### src/rtl/toothless_pkg.sv
// Shared types and constants for the toothless RV32I core.
package toothless_pkg;

    localparam int unsigned CTRL_TRANS_W = 2;
    localparam int unsigned PC_SEL_W     = 2;
    localparam int unsigned TRAP_CAUSE_W = 2;

    localparam logic [CTRL_TRANS_W-1:0] CTRL_TRANS_SEL_NONE   = 2'b00;
    localparam logic [CTRL_TRANS_W-1:0] CTRL_TRANS_SEL_JUMP   = 2'b01;
    localparam logic [CTRL_TRANS_W-1:0] CTRL_TRANS_SEL_BRANCH = 2'b10;

    localparam logic [PC_SEL_W-1:0] PC_SEL_PLUS4  = 2'b00;
    localparam logic [PC_SEL_W-1:0] PC_SEL_JUMP   = 2'b01;
    localparam logic [PC_SEL_W-1:0] PC_SEL_BRANCH = 2'b10;

    localparam logic [TRAP_CAUSE_W-1:0] TRAP_NONE    = 2'b00;
    localparam logic [TRAP_CAUSE_W-1:0] TRAP_ILLEGAL = 2'b01;
    localparam logic [TRAP_CAUSE_W-1:0] TRAP_BUSERR  = 2'b10;
    localparam logic [TRAP_CAUSE_W-1:0] TRAP_TIMEOUT = 2'b11;

    typedef enum logic [2:0] {
        IDLE       = 3'd0,
        FETCH_REQ  = 3'd1,
        FETCH_WAIT = 3'd2,
        EXECUTE    = 3'd3,
        MEM_REQ    = 3'd4,
        MEM_WAIT   = 3'd5,
        WRITEBACK  = 3'd6,
        TRAP       = 3'd7
    } ctrl_state_e;

endpackage

### src/rtl/core_ctrl.sv
// Multi-cycle sequencer: fetch/data handshakes, IR load, PC/RF write strobes,
// retire counter and trap handling. One instruction in flight at a time.
module core_ctrl
    import toothless_pkg::*;
#(
    parameter int unsigned CNT_WIDTH      = 32,
    parameter int unsigned TIMEOUT_CYCLES = 16
) (
    input  logic                    clk,
    input  logic                    rst_n,
    input  logic                    fetch_enable_i,
    output logic                    instr_req_o,
    input  logic                    instr_gnt_i,
    input  logic                    instr_rvalid_i,
    output logic                    ir_we_o,
    input  logic                    instr_invalid_i,
    input  logic [CTRL_TRANS_W-1:0] ctrl_trans_instr_i,
    input  logic                    data_req_i,
    input  logic                    data_we_i,
    input  logic                    rd_used_i,
    input  logic                    branch_taken_i,
    output logic                    data_req_o,
    output logic                    data_we_o,
    input  logic                    data_gnt_i,
    input  logic                    data_rvalid_i,
    input  logic                    data_err_i,
    output logic                    rf_we_o,
    output logic                    rf_wsrc_lsu_o,
    output logic                    pc_we_o,
    output logic [PC_SEL_W-1:0]     pc_sel_o,
    output logic [CNT_WIDTH-1:0]    instr_cnt_o,
    output logic                    trap_o,
    output logic [TRAP_CAUSE_W-1:0] trap_cause_o
);

    localparam int unsigned TMO_W = (TIMEOUT_CYCLES > 2) ? $clog2(TIMEOUT_CYCLES) : 1;
    localparam logic [TMO_W-1:0] TMO_LIMIT = TMO_W'(TIMEOUT_CYCLES - 1);

    ctrl_state_e             state_q, state_d;
    logic [TMO_W-1:0]        tmo_q, tmo_d;
    logic [CNT_WIDTH-1:0]    cnt_q, cnt_d;
    logic [TRAP_CAUSE_W-1:0] cause_q, cause_d;
    logic                    tmo_expired;
    logic                    in_wait_state;

    // State and counter registers
    always_ff @(posedge clk or negedge rst_n) begin
        if (!rst_n) begin
            state_q <= IDLE;
            tmo_q   <= '0;
            cnt_q   <= '0;
            cause_q <= TRAP_NONE;
        end else begin
            state_q <= state_d;
            tmo_q   <= tmo_d;
            cnt_q   <= cnt_d;
            cause_q <= cause_d;
        end
    end

    // Next-state; an exit condition always beats an expiring timeout
    always_comb begin
        state_d     = state_q;
        cause_d     = cause_q;
        tmo_expired = (tmo_q == TMO_LIMIT);
        unique case (state_q)
            IDLE: begin
                if (fetch_enable_i) state_d = FETCH_REQ;
            end
            FETCH_REQ: begin
                if (instr_gnt_i) begin
                    state_d = FETCH_WAIT;
                end else if (tmo_expired) begin
                    state_d = TRAP;
                    cause_d = TRAP_TIMEOUT;
                end
            end
            FETCH_WAIT: begin
                if (instr_rvalid_i) begin
                    state_d = EXECUTE;
                end else if (tmo_expired) begin
                    state_d = TRAP;
                    cause_d = TRAP_TIMEOUT;
                end
            end
            EXECUTE: begin
                if (instr_invalid_i) begin
                    state_d = TRAP;
                    cause_d = TRAP_ILLEGAL;
                end else if (data_req_i) begin
                    state_d = MEM_REQ;
                end else begin
                    state_d = WRITEBACK;
                end
            end
            MEM_REQ: begin
                if (data_gnt_i) begin
                    state_d = MEM_WAIT;
                end else if (tmo_expired) begin
                    state_d = TRAP;
                    cause_d = TRAP_TIMEOUT;
                end
            end
            MEM_WAIT: begin
                if (data_rvalid_i) begin
                    if (data_err_i) begin
                        state_d = TRAP;
                        cause_d = TRAP_BUSERR;
                    end else begin
                        state_d = WRITEBACK;
                    end
                end else if (tmo_expired) begin
                    state_d = TRAP;
                    cause_d = TRAP_TIMEOUT;
                end
            end
            WRITEBACK: begin
                state_d = fetch_enable_i ? FETCH_REQ : IDLE;
            end
            TRAP: begin
                state_d = TRAP;
            end
            default: begin
                state_d = IDLE;
            end
        endcase
    end

    // Timeout counts only while dwelling in a handshake state; any transition clears it
    always_comb begin
        in_wait_state = (state_q == FETCH_REQ) || (state_q == FETCH_WAIT) ||
                        (state_q == MEM_REQ)   || (state_q == MEM_WAIT);
        tmo_d = '0;
        if (in_wait_state && (state_d == state_q)) begin
            tmo_d = tmo_q + TMO_W'(1);
        end
        cnt_d = cnt_q;
        if (state_q == WRITEBACK) begin
            cnt_d = cnt_q + CNT_WIDTH'(1);
        end
    end

    // Output decode
    always_comb begin
        instr_req_o   = 1'b0;
        ir_we_o       = 1'b0;
        data_req_o    = 1'b0;
        data_we_o     = 1'b0;
        rf_we_o       = 1'b0;
        rf_wsrc_lsu_o = 1'b0;
        pc_we_o       = 1'b0;
        pc_sel_o      = PC_SEL_PLUS4;
        trap_o        = 1'b0;
        trap_cause_o  = cause_q;
        instr_cnt_o   = cnt_q;
        unique case (state_q)
            FETCH_REQ: begin
                instr_req_o = 1'b1;
            end
            FETCH_WAIT: begin
                ir_we_o = instr_rvalid_i;
            end
            MEM_REQ: begin
                data_req_o = 1'b1;
                data_we_o  = data_we_i;
            end
            WRITEBACK: begin
                pc_we_o       = 1'b1;
                rf_we_o       = rd_used_i;
                rf_wsrc_lsu_o = data_req_i & ~data_we_i;
                if (ctrl_trans_instr_i == CTRL_TRANS_SEL_JUMP) begin
                    pc_sel_o = PC_SEL_JUMP;
                end else if ((ctrl_trans_instr_i == CTRL_TRANS_SEL_BRANCH) && branch_taken_i) begin
                    pc_sel_o = PC_SEL_BRANCH;
                end
            end
            TRAP: begin
                trap_o = 1'b1;
            end
            default: begin
            end
        endcase
    end

endmodule

### config.mk
export PLATFORM = sky130hd
export DESIGN_NAME = core_ctrl
export DESIGN_NICKNAME = d
export VERILOG_FILES = /design/src/rtl/toothless_pkg.sv /design/src/rtl/core_ctrl.sv
export SDC_FILE = /design/constraint.sdc
export NUM_CORES = 1
export LEC_CHECK = 0
export ABC_CLOCK_PERIOD_IN_PS = 3510
export CAP_MARGIN = 10
export CORE_ASPECT_RATIO = 1.2
export CORE_MARGIN = 2
export CORE_UTILIZATION = 40
export CTS_CLUSTER_DIAMETER = 150
export DETAILED_ROUTE_END_ITERATION = 10
export GPL_TIMING_DRIVEN = 0
export HOLD_SLACK_MARGIN = 0.15
export PLACE_DENSITY = 0.68
export SYNTH_ARGS = -nofsm -noshare
export SYNTH_HDL_FRONTEND = slang
export SYNTH_SLANG_ARGS = --single-unit
### constraint.sdc
create_clock -name clk -period 3.51 [get_ports clk]
set_input_delay 0.351 -clock clk [delete_from_list [all_inputs] [get_ports clk]]
set_output_delay 0.351 -clock clk [all_outputs]
set_load 0.03 [all_outputs]
### Word-level counts from Yosys, hierarchy flattened

Cells that the tools add are included.

* flip-flop bits (word level): 41
* input bits: 15
* output and inout port bits: 44
* word-level logic and storage cells: 63

* add/subtract/negate cells: 2
* eq/ne operators: 16
* mux-type cells: 31
* bitwise operators: 2
* reduce and logical (&&, ||, !) cells: 8

Operators by type and width (number)
* $add 32x1->32 const B: 1
* $mux 2: 12
* $pmux 3 s8: 1
* $mux 3: 6
* $eq 3x3->1 const B: 4
* $mux 1: 10
* $pmux 2 s5: 1
* $ne 2x2->1 const B: 4
* $eq 3x2->1 const B: 2
* $reduce_and 6->1: 1
* $reduce_bool 5->1: 1
* $add 4x1->4 const B: 1
* $eq 4x4->1 const B: 1
* $mux 4: 1
* $eq 3x1->1 const B: 1
* $eq 3x3->1: 1
* $logic_not 3->1: 1
* $logic_or 1x1->1: 3
* $ne 3x3->1 const B: 1
* $eq 2x1->1 const B: 1
* $eq 2x2->1 const B: 1
* $logic_and 1x1->1: 2
* $and 1x1->1: 1
* $not 1->1: 1

### Longest topological paths before layout

* word-level depth: 7
* depth in mapped cells: 6
* gate-level depth less buffers: 5

### Least setup slack after synthesis

OpenSTA, ideal clock, no wires.

* kind: register to output
* from: reg state_q[1]
* to: out data_we_o
* arrival: 1.751 ns
* data required time: 3.159 ns
* setup slack: 1.408 ns
* cell stages (with the launch flop): 4
* buffers on the path: 1
* path through: dfrtp_1 buf_4 nor3b_1 and2_1

* longest elaborated chain between the ends: 2

Ends and longest elaborated chain
* from (decl): RTL line core_ctrl.sv:39 `ctrl_state_e state_q, state_d;`
* from (signal assigned): RTL line core_ctrl.sv:54 `state_q <= state_d;`
* $eq 3x3->1: RTL line core_ctrl.sv:156 `unique case (state_q)`
* $mux 1: RTL line core_ctrl.sv:156
* to (decl): RTL line core_ctrl.sv:23 `output logic data_we_o,`

No other way between the ends.

### Final worst setup path

Same ends and word-level chain as after synthesis.

==> flow_summary.json <==
{
  "grt_first_pass_wirelength_um": 8160,
  "hold_viol_final": 0,
  "grt_max_degree": 32,
  "seqCellArea_um2": 1030,
  "synthTopCellsByCount": "dfrtp_1, xnor2_1, nand2_1, nand4_1, nand3_1",
  "design_area_um2": 3000,
  "avgViaCountPerCell": 5.38,
  "run_status": "completed",
  "maxSlewViolCount": 0,
  "grt_usage": 0.165,
  "ir_drop_uv": 368,
  "setup_slack_ns": 1.15,
  "synth_cell_type_count": 45,
  "placed_cell_area_um2": 2890,
  "critPathMaxFanout": 10,
  "dpl.cell_count": 328,
  "required_ns": 3.16,
  "initial_core_util": 0.415,
  "routed_wl_um": 4700,
  "diodes": 0,
  "n_fill_cell": 486,
  "post_cts_buffers": 0,
  "max_freq_ghz": 0.424,
  "hpwl_um": 3530,
  "critical_path.max_stage_delay_ns": 0.67,
  "skew_ns": 0.00522,
  "critPathArrivalTime_ns": 2.01,
  "crit_slowest_cell": "clkdlybuf4s50_1",
  "tns_ns": 0,
  "crit_chain": "buf_4, nor3b_1, and2_1, clkdlybuf4s50_1",
  "synth_edf_count": 0,
  "htreeDepth": 2,
  "reg2reg_depth": 6,
  "synth_top_cell_by_area": "dfrtp_1",
  "grt_antenna_before_repair": 0,
  "drc": 0,
  "postRouteAntennaNets": 0,
  "synth_cells": 207,
  "cts_resized": 0,
  "synthFlopType": "dfrtp_1",
  "vias": 1812,
  "drt_iter0_drc": 94,
  "min_period_over_period": 0.672,
  "clock-sinks": 41,
  "cp.depth": 4,
  "insertion_delay_ns": 0.29,
  "synthesis.nets": 224,
  "synth.top_cells.by_area": "dfrtp_1, xnor2_1, nand4_1, nor4_4, and3_1",
  "power_density_nw_per_um2": 514,
  "area_growth_pct": 35.4,
  "seq_area_frac_synth": 0.463,
  "ys_ff_latch": 41,
  "p_leak_uw": 0.00132,
  "critPathBufInv": 2,
  "num_rows": 29,
  "syn_avg_cell_area_um2": 10.7,
  "crit_type": "register to output port",
  "grt_pass1_vias": 1789,
  "cp-start-kind": "register",
  "final_cells": 337,
  "grt_remaining_overflow": 0,
  "nets": 291,
  "post-synth-top-count-cell": "dfrtp_1",
  "wl_per_cell_um": 13.9,
  "pin_count": 59,
  "cts_buffers": 5,
  "core_um2": 5330,
  "gp_congestion": 0.877,
  "path_delay_family": "buffers and inverters",
  "worstMarginPinSlew_ns": 0.469,
  "die_x_um": 71.9,
  "io_buffers": 58,
  "clockBufferDepth": 2,
  "fp.dieArea_um2": 6150,
  "cts_tree": "yes",
  "period_needed_ns": 2.36,
  "yosys_warnings": 0,
  "rsz0062_at_grt": "false",
  "dr.pass1.iters": 4,
  "post-place-ws_ns": 1.31,
  "clockRootBuffer": "clkbuf_8",
  "drive_above_1_share": 0.109,
  "clk_pin_slew_worst_paths_ns": 0.08,
  "syn_area_um2": 2220,
  "hold_path_class": "primary input to asynchronous set/reset pin",
  "chipHeight_um": 85.5,
  "drv_cap": 0,
  "endpoint_kind": "output port",
  "async_reset_ff_frac": 1.00,
  "max_slew_margin": 0.685,
  "multi_input_comb_area_um2": 1120,
  "totalPowerFinal_uw": 1540,
  "yosysTopAreaCellShare": 0.463,
  "setup_viol": 0
}
-- per-layer routing --
| metal | global-route usage | wire [µm] | vias to the layer above |
|---|---|---|---|
| li1 | - | - | 885 |
| met1 | 0.214 | 2130 | 859 |
| met2 | 0.272 | 2260 | 63 |
| met3 | 0.0364 | 262 | 5 |
| met4 | 0.0549 | 50 | 0 |
| met5 | 0 | 0 | - |
-- timing repair --
action,CTS,global route
endpoints found under the hold margin,10,0
hold buffers,1,0
setup endpoints to repair,0,0
-- registers in the layout, summed over array words and instances (netlist names) --
signal / flops
trap_cause_o: 2
tmo_q: 4
instr_cnt_o: 32
state_q: 3
-- worst register-to-register path: stages (launching register included) --
cell and delay (ns):
dfrtp_1 0.40, ha_1 0.24, and3_1 0.19, clkbuf_1 0.19, o221ai_1 0.28, a41oi_2 0.21, nor3b_1 0.22
-- metrics by stage --
| step | hold slack (ns) | utilization |
|---|---|---|
| 2_1_floorplan | 0.0554 | - |
| 3_3_place_gp | 0.459 | 0.539 |
| 3_5_place_dp | 0.248 | 0.542 |
| 4_1_cts | 0.465 | 0.563 |
| 5_1_grt | 0.487 | 0.563 |
| 6_report | 0.458 | 0.563 |
-- worst paths after layout --
check	startpoint	endpoint	slack (ns)
setup reg to reg	tmo_q[0]	tmo_q[1]	1.69
max in group asynchronous	rst_n	instr_cnt_o[6]	2.60
min in group clk	instr_cnt_o[31]	instr_cnt_o[31]	0.47
hold / removal	rst_n	instr_cnt_o[22]	0.46
setup / recovery	state_q[1]	data_we_o	1.15
hold reg to reg	instr_cnt_o[31]	instr_cnt_o[31]	0.47
-- layout by cell type, fill, tap and decap left out, types with 3 or more instances in the layout --
cell / n
and3_1: 10
nor4_4: 3
nand3_1: 12
dfrtp_1: 41
buf_2: 5
xor2_1: 5
nor3b_1: 5
buf_4: 4
clkdlybuf4s50_1: 57
nand2_1: 16
nor3_1: 6
clkbuf_8: 7
inv_1: 5
xnor2_1: 29
nand4_1: 16
nor2_1: 9
-- cells by family (layout without fill, tap and decap cells) --
group,count (synthesis),in the layout,share of synthesized area
AO/OA/AOI/OAI,19,19,0.0723
XOR/XNOR,34,34,0.134
adder cells (fa/ha/maj),2,2,0.0113
buffers and inverters,14,82,0.0328
flip-flops,41,41,0.463
AND/OR/NAND/NOR,97,97,0.286
-- report_power, final --
| group | switching [µW] | internal (µW) | total [µW] |
|---|---|---|---|
| registers | 49.2 | 527 | 577 |
| logic | 353 | 275 | 627 |
| clock network | 160 | 178 | 338 |
-- area by class of cell --
cell class / instances / share of cell area
Buffer: 9 / 0.0179
Clock buffer: 7 / 0.0321
Clock inverter: 1 / 0.00167
Inverter: 5 / 0.00626
Multi-Input combinational cell: 152 / 0.372
Sequential cell: 41 / 0.342
Tap cell: 62 / 0.0259
Timing Repair Buffer: 60 / 0.202
Power figures use the tool's default switching activity.
